==> config.mk <==
export PLATFORM = sky130hd
export DESIGN_NAME = hilo_muldiv
export DESIGN_NICKNAME = d
export VERILOG_FILES = /design/src/rtl/hilo_muldiv.sv
export SDC_FILE = /design/constraint.sdc
export NUM_CORES = 1
export LEC_CHECK = 0
export CAP_MARGIN = 15
export CORE_ASPECT_RATIO = 1.25
export CORE_MARGIN = 1
export CORE_UTILIZATION = 55
export DETAILED_ROUTE_END_ITERATION = 7
export PLACE_DENSITY = 0.79
export SLEW_MARGIN = 10
export SYNTH_ARGS = -nofsm -noshare
export SYNTH_HDL_FRONTEND = slang
export SYNTH_SLANG_ARGS = --single-unit
==> constraint.sdc <==
create_clock -name clk -period 4.3 [get_ports clk]
set_input_delay 1.29 -clock clk [delete_from_list [all_inputs] [get_ports clk]]
set_output_delay 1.29 -clock clk [all_outputs]
set_load 0.02 [all_outputs]
==> src/rtl/hilo_muldiv.sv <==
// hilo_muldiv: HI/LO sequencer for MULT/MULTU/MTHI/MTLO (+DIV/DIVU).
// Radix-2 iterative multiply / restoring divide, WIDTH steps, then fix-up.
// Optional divide hardware: define HILO_DIV_EN.
// Ports: clk, rst_n (async low); start, op[2:0], src_a, src_b: request;
//   rd_req: MFHI/MFLO in EX; cancel: flush; hi, lo: HI/LO registers;
//   busy: not idle; stall: busy & (start | rd_req); done: commit pulse.
module hilo_muldiv #(
  parameter int WIDTH = 32
) (
  input  logic             clk,
  input  logic             rst_n,
  input  logic             start,
  input  logic [2:0]       op,
  input  logic [WIDTH-1:0] src_a,
  input  logic [WIDTH-1:0] src_b,
  input  logic             rd_req,
  input  logic             cancel,
  output logic [WIDTH-1:0] hi,
  output logic [WIDTH-1:0] lo,
  output logic             busy,
  output logic             stall,
  output logic             done
);

  localparam int CW = (WIDTH > 1) ? $clog2(WIDTH) : 1;

  typedef enum logic [1:0] {
    IDLE,
    RUN,
    FIX
  } state_t;

  state_t           state;
  logic [CW-1:0]    cnt;
  logic [WIDTH-1:0] opb;
  logic [WIDTH-1:0] acc_hi;
  logic [WIDTH-1:0] acc_lo;
  logic             neg_res;

  logic             ok_mul;
  logic             ok_mth;
  logic             ok_mtl;
  logic             sgn;
  logic             sa;
  logic             sb;
  logic             take;
  logic [WIDTH-1:0] mag_a;
  logic [WIDTH-1:0] mag_b;

  logic [WIDTH:0]     msum;
  logic [WIDTH-1:0]   nx_hi;
  logic [WIDTH-1:0]   nx_lo;
  logic [2*WIDTH-1:0] prod;
  logic [2*WIDTH-1:0] mres;
  logic [WIDTH-1:0]   fix_hi;
  logic [WIDTH-1:0]   fix_lo;

`ifdef HILO_DIV_EN
  logic             ok_div;
  logic             is_div;
  logic             neg_rem;
  logic             dz;
  logic [WIDTH:0]   dtry;

  assign ok_div = (op[2:1] == 2'b01);
`endif

  assign ok_mul = (op[2:1] == 2'b00);
  assign ok_mth = (op == 3'b100);
  assign ok_mtl = (op == 3'b101);

  // Even op codes (MULT/DIV) are the signed variants.
  assign sgn   = ~op[0];
  assign sa    = sgn & src_a[WIDTH-1];
  assign sb    = sgn & src_b[WIDTH-1];
  assign mag_a = sa ? -src_a : src_a;
  assign mag_b = sb ? -src_b : src_b;

  assign take  = (state == IDLE) & start & ~cancel;
  assign busy  = (state != IDLE);
  assign stall = busy & (start | rd_req);

  // acc_hi:acc_lo is the product register (multiply)
  // or remainder:quotient-shift register (divide).
  always_comb begin
    msum  = {1'b0, acc_hi} + ({1'b0, opb} & {(WIDTH+1){acc_lo[0]}});
    nx_hi = msum[WIDTH:1];
    nx_lo = {msum[0], acc_lo[WIDTH-1:1]};
`ifdef HILO_DIV_EN
    dtry  = {acc_hi, acc_lo[WIDTH-1]} - {1'b0, opb};
    if (is_div) begin
      if (!dtry[WIDTH]) begin
        nx_hi = dtry[WIDTH-1:0];
        nx_lo = {acc_lo[WIDTH-2:0], 1'b1};
      end else begin
        nx_hi = {acc_hi[WIDTH-2:0], acc_lo[WIDTH-1]};
        nx_lo = {acc_lo[WIDTH-2:0], 1'b0};
      end
    end
`endif
  end

  always_comb begin
    prod   = {acc_hi, acc_lo};
    mres   = neg_res ? -prod : prod;
    fix_hi = mres[2*WIDTH-1:WIDTH];
    fix_lo = mres[WIDTH-1:0];
`ifdef HILO_DIV_EN
    // Zero divisor: quotient forced to all-ones; the remainder
    // path already reproduces the latched dividend.
    if (is_div) begin
      fix_lo = dz ? '1 : (neg_res ? -acc_lo : acc_lo);
      fix_hi = neg_rem ? -acc_hi : acc_hi;
    end
`endif
  end

  always_ff @(posedge clk or negedge rst_n) begin
    if (!rst_n) begin
      state   <= IDLE;
      cnt     <= '0;
      hi      <= '0;
      lo      <= '0;
      done    <= 1'b0;
      opb     <= '0;
      acc_hi  <= '0;
      acc_lo  <= '0;
      neg_res <= 1'b0;
`ifdef HILO_DIV_EN
      is_div  <= 1'b0;
      neg_rem <= 1'b0;
      dz      <= 1'b0;
`endif
    end else begin
      done <= 1'b0;
      unique case (state)
        IDLE: begin
          if (take) begin
            unique case (1'b1)
              ok_mth: hi <= src_a;
              ok_mtl: lo <= src_a;
              ok_mul: begin
                opb     <= mag_a;
                acc_hi  <= '0;
                acc_lo  <= mag_b;
                neg_res <= sa ^ sb;
                cnt     <= '0;
                state   <= RUN;
`ifdef HILO_DIV_EN
                is_div  <= 1'b0;
`endif
              end
`ifdef HILO_DIV_EN
              ok_div: begin
                opb     <= mag_b;
                acc_hi  <= '0;
                acc_lo  <= mag_a;
                neg_res <= sa ^ sb;
                neg_rem <= sa;
                dz      <= (src_b == '0);
                is_div  <= 1'b1;
                cnt     <= '0;
                state   <= RUN;
              end
`endif
              default: ;
            endcase
          end
        end
        RUN: begin
          if (cancel) begin
            state <= IDLE;
          end else begin
            acc_hi <= nx_hi;
            acc_lo <= nx_lo;
            cnt    <= cnt + CW'(1);
            if (cnt == CW'(WIDTH-1))
              state <= FIX;
          end
        end
        FIX: begin
          state <= IDLE;
          if (!cancel) begin
            hi   <= fix_hi;
            lo   <= fix_lo;
            done <= 1'b1;
          end
        end
        default: state <= IDLE;
      endcase
    end
  end

endmodule

==> report_table.html <==
<table>
<tr><th>Metric</th><th>Value</th></tr>
<tr><th colspan="2">Status</th></tr>
<tr><td>Run status</td><td>finished, final reports clean</td></tr>
<tr><th colspan="2">Clock tree</th></tr>
<tr><td>Clock latency reported for the late side of the worst-skew pair</td><td>between 0.4 and 0.5 ns</td></tr>
<tr><td>TritonCTS Buffers</td><td>17</td></tr>
<tr><td>Total number of clock tree sinks</td><td>roughly 170</td></tr>
<tr><td>Clock transition at the registers of the reported paths</td><td>approximately 0.080 ns</td></tr>
<tr><td>Hold-fix buffer count after cts</td><td>0</td></tr>
<tr><td>Cell at the root of the clock tree</td><td>clkbuf_16</td></tr>
<tr><td>Deepest clock path buffer count</td><td>2</td></tr>
<tr><td>Depth of the CTS H-tree</td><td>4</td></tr>
<tr><td>CTS tree</td><td>done</td></tr>
<tr><td>Count of instances resized after the clock tree is built</td><td>0</td></tr>
<tr><td># Post-CTS Setup Buffers</td><td>0</td></tr>
<tr><th colspan="2">Logic synthesis</th></tr>
<tr><td>Proportion of netlist area held by the largest area contributor</td><td>0.356</td></tr>
<tr><td>Average footprint of a synthesized cell</td><td>8.14 um2</td></tr>
<tr><td>Count of warnings emitted by yosys</td><td>0</td></tr>
<tr><td>Register area share after synthesis</td><td>0.356</td></tr>
<tr><td>Net count after synthesis</td><td>about 1600</td></tr>
<tr><td>Main combinational cell family by area after synthesis</td><td>compound AO/OA/AOI/OAI gates</td></tr>
<tr><td>Distinct cell type count of the synthesized netlist</td><td>73</td></tr>
<tr><td>Simple logic cell fraction of the synthesized area</td><td>0.225</td></tr>
<tr><td>Number of synthesized flops with an enable pin</td><td>0</td></tr>
<tr><td>Ys flop type</td><td>dfrtp_1</td></tr>
<tr><td>Adder and majority gate portion of the synthesized area</td><td>0.0406</td></tr>
<tr><td>Share of the synthesized area in compound gates (AO/OA/AOI/OAI)</td><td>0.228</td></tr>
<tr><td>Mux contribution to synthesized area</td><td>0.0136</td></tr>
<tr><td>Post-synthesis cell count</td><td>1460</td></tr>
<tr><td>Top cell type by total area after synthesis</td><td>dfrtp_1</td></tr>
<tr><td>Synthesized-area fraction occupied by xor and xnor cells</td><td>0.100</td></tr>
<tr><td>Cell area after technology mapping</td><td>around 12000 um2</td></tr>
<tr><td>FFs w/ async S/R, synth</td><td>1.00</td></tr>
<tr><td>Ranking of synthesized cells by area</td><td>dfrtp_1, nand2_1, o21ai_0</td></tr>
<tr><td>Synth Register Bits</td><td>169</td></tr>
<tr><th colspan="2">Detailed routing</th></tr>
<tr><td>Detailed-route via count</td><td>roughly 12000</td></tr>
<tr><td>Via-to-Cell Ratio</td><td>approximately 6.4</td></tr>
<tr><td>Count of unresolved DRC violations after routing</td><td>0</td></tr>
<tr><td>Detailed Route Iter0 Violations</td><td>1023</td></tr>
<tr><td>Post-Route WL</td><td>40.5 mm</td></tr>
<tr><td>Average wire length per cell after detail routing</td><td>21.8 um</td></tr>
<tr><td>Post-route ant nets</td><td>0</td></tr>
<tr><td>Number of search-and-repair iterations in the first detailed-routing pass</td><td>7</td></tr>
<tr><th colspan="2">Power</th></tr>
<tr><td>Power density over cell area</td><td>636 nW/um2</td></tr>
<tr><td>Worst VDD drop</td><td>roughly 0.00037 V</td></tr>
<tr><td>Leak pwr</td><td>between 5 and 6 nW</td></tr>
<tr><td>Total chip power</td><td>around 9 mW</td></tr>
<tr><th colspan="2">Floorplanning</th></tr>
<tr><td>Site row count</td><td>just under 60</td></tr>
<tr><td>Die area</td><td>approximately 22000 um2</td></tr>
<tr><td>Horizontal die dimension</td><td>about 130 um</td></tr>
<tr><td>Number of top-level pins</td><td>139</td></tr>
<tr><td>Effective utilization at floorplan</td><td>0.565</td></tr>
<tr><td>Die Span Y</td><td>around 170 um</td></tr>
<tr><td>Core box area</td><td>21000 um2</td></tr>
<tr><th colspan="2">Place</th></tr>
<tr><td>Placer Congestion</td><td>~0.98</td></tr>
<tr><td>Placed wire-length estimate after detailed placement</td><td>about 31 mm</td></tr>
<tr><td>Quantity of I/O buffers inserted on ports</td><td>138</td></tr>
<tr><td>Pre-CTS setup slack</td><td>between 0.15 and 0.2 ns</td></tr>
<tr><td>Cells after DPL</td><td>~1800</td></tr>
<tr><th colspan="2">STA</th></tr>
<tr><td>Post-layout min period</td><td>between 3 and 4 ns</td></tr>
<tr><td>Hold Vio Cnt, Final</td><td>0</td></tr>
<tr><td>Highest achievable clock rate</td><td>roughly 260 MHz</td></tr>
<tr><td>Measured slew at the worst slew-check pin</td><td>0.992 ns</td></tr>
<tr><td>Worst max-slew margin expressed relative to the limit</td><td>0.332</td></tr>
<tr><td>Setup total negative slack</td><td>0 ns</td></tr>
<tr><td>Count of final max-slew check failures</td><td>0</td></tr>
<tr><td>Final setup margin</td><td>around 0.45 ns</td></tr>
<tr><td>Unrepaired setup endpoints after global routing</td><td>no</td></tr>
<tr><td>Final worst-path cycle share</td><td>0.896</td></tr>
<tr><td>Final setup viols</td><td>0</td></tr>
<tr><td>Max Clock Skew</td><td>around 0.017 ns</td></tr>
<tr><th colspan="2">Global routing</th></tr>
<tr><td>Vias in the first global route</td><td>around 11000</td></tr>
<tr><td>Maximum number of pins on one net before global-route repair</td><td>83</td></tr>
<tr><td>GRT Residual Overflow</td><td>0</td></tr>
<tr><td>Total Routing Usage GR</td><td>0.368</td></tr>
<tr><td>Initial antenna violation count</td><td>0</td></tr>
<tr><td>Wire length of the first global-routing pass</td><td>about 63 mm</td></tr>
<tr><th colspan="2">Setup path</th></tr>
<tr><td>Most numerous cell on the critical path</td><td>or4_1</td></tr>
<tr><td>Library cell contributing the largest single delay on the critical path</td><td>or4_1</td></tr>
<tr><td>Register-to-register setup slack</td><td>0.58 ns</td></tr>
<tr><td>Number of cells on the worst reg-to-reg path</td><td>7</td></tr>
<tr><td>Type of element launching the critical path</td><td>input pin</td></tr>
<tr><td>Worst path arrival time</td><td>4.17 ns</td></tr>
<tr><td>Crit. Startpoint</td><td>src_a[17]</td></tr>
<tr><td>Kind of capture point of the worst setup path</td><td>flop</td></tr>
<tr><td>Worst-path fanout max</td><td>3</td></tr>
<tr><td>Type of the worst setup path</td><td>input pin to flop</td></tr>
<tr><td>Largest stage delay on the critical path</td><td>around 0.6 ns</td></tr>
<tr><td>Startpoint of the most critical register-to-register path</td><td>acc_lo[17]</td></tr>
<tr><td>Reg-to-reg endpoint</td><td>hi[19]</td></tr>
<tr><td>Critical path required time</td><td>about 4.6 ns</td></tr>
<tr><td>Critical path, cell by cell</td><td>clkdlybuf4s50_1, or4_1, nor4b_1, nand3_1, or4_1, o31ai_1, xor2_1, o21ai_0</td></tr>
<tr><th colspan="2">Layout</th></tr>
<tr><td>Net count of the finished layout</td><td>approximately 1700</td></tr>
<tr><td>Diode insertion count for antenna repair</td><td>0</td></tr>
<tr><td>Leading cell types in the layout, fill and taps excluded</td><td>nand2_1, dfrtp_1, o21ai_0, clkdlybuf4s50_1, nor2_1</td></tr>
<tr><td>Area added between synthesis and finish</td><td>19.5%</td></tr>
<tr><td>Non-filler instance count after layout</td><td>~1900</td></tr>
<tr><td>Leading cell type in the layout, fill and taps excluded</td><td>nand2_1</td></tr>
<tr><td>Layout cell share with drive strength beyond 1</td><td>0.0615</td></tr>
<tr><td>Count of filler cells inserted in the layout</td><td>1766</td></tr>
<tr><th colspan="2">Worst hold path</th></tr>
<tr><td>Hold Path Depth</td><td>2</td></tr>
<tr><td>Endpoint with the worst hold slack</td><td>opb[12]</td></tr>
<tr><td>Hold Crit Class</td><td>flop to flop</td></tr>
<tr><td>Worst min-delay path startpoint</td><td>opb[12]</td></tr>
<tr><th colspan="2">Flow run</th></tr>
<tr><td>Max-capacitance violation count</td><td>0</td></tr>
</table>
## routing by layer
layer,share of wire,vias up,GRT usage
li1,-,5466,-
met1,0.36,5647,0.425
met2,0.51,600,0.652
met3,0.070,160,0.0495
met4,0.061,0,0.203
met5,0,-,0
## logic make-up after synthesis
family	after synthesis
AOI/OAI and AO/OA	429
xor gates and xnor gates	136
adders and majority gates	38
buffers and inverters	115
DFF	169
muxes	16
and+or+nand+nor	557
## where the power goes
| group | total [mW] | internal (mW) | switching [mW] | leakage, nW |
|---|---|---|---|---|
| Clock | 1.53 | 0.776 | 0.755 | 0.280 |
| Sequential | 3.01 | 2.19 | 0.821 | 2.13 |
| Combinational | 4.49 | 1.84 | 2.65 | 3.57 |
| Total | 9.04 | 4.81 | 4.23 | 5.98 |
## layout make-up
type / count / area, um2 / area share
repair buffers: 178 / 1720 / 0.121
multi-input cells: 1176 / 7260 / 0.511
flip-flops and latches: 169 / 4230 / 0.298
clock inverters: 15 / 148 / 0.0104
well taps: 274 / 343 / 0.0241
clock buffers: 17 / 425 / 0.0299
inverters: 23 / 86.3 / 0.00608
## worst max-delay path: cells and delay by family
kind	cells	cell delay, ns
buf+inv	1	0.52
simple gates	4	1.78
xor+xnor	1	0.19
compound gates	2	0.37
## how the worst max path moves through the flow
stage | endpoint
finish | opb[26]
global route | opb[26]
CTS | stall
detailed placement | opb[26]
global placement | opb[26]
floorplan | acc_lo[30]
## registers in the layout (all words and copies together) (netlist names)
register and count:
cnt 5, hi 32, done 1, state 2
neg_res 1, acc_lo 32, opb 32, acc_hi 32
lo 32
## metrics by stage
step            util  hold WS, ns  instance area [um2]
2_1_floorplan      -        0.442                11900
3_3_place_gp   0.648        0.459                13600
3_5_place_dp   0.648        0.466                13600
4_1_cts        0.675        0.482                14200
5_1_grt        0.675        0.501                14200
6_report       0.675        0.480                14200
## synth_stat cells, types with 13 or more instances
cell type and n:
o31ai_1 43, or3_1 24, a21o_1 22, dfrtp_1 169, o21ai_0 154, nand3_1 24
a21oi_1 89, or4_1 15, xor2_1 74, nand2_1 210, nor2_1 123, and3_1 13
and2_1 33, ha_1 37, nand4_1 13, mux2i_1 15, nor3_1 30, nor4_1 19
clkbuf_1 87, inv_1 22, xnor2_1 62, o221ai_1 25
Note: power is estimated with default switching activity, not from simulation.
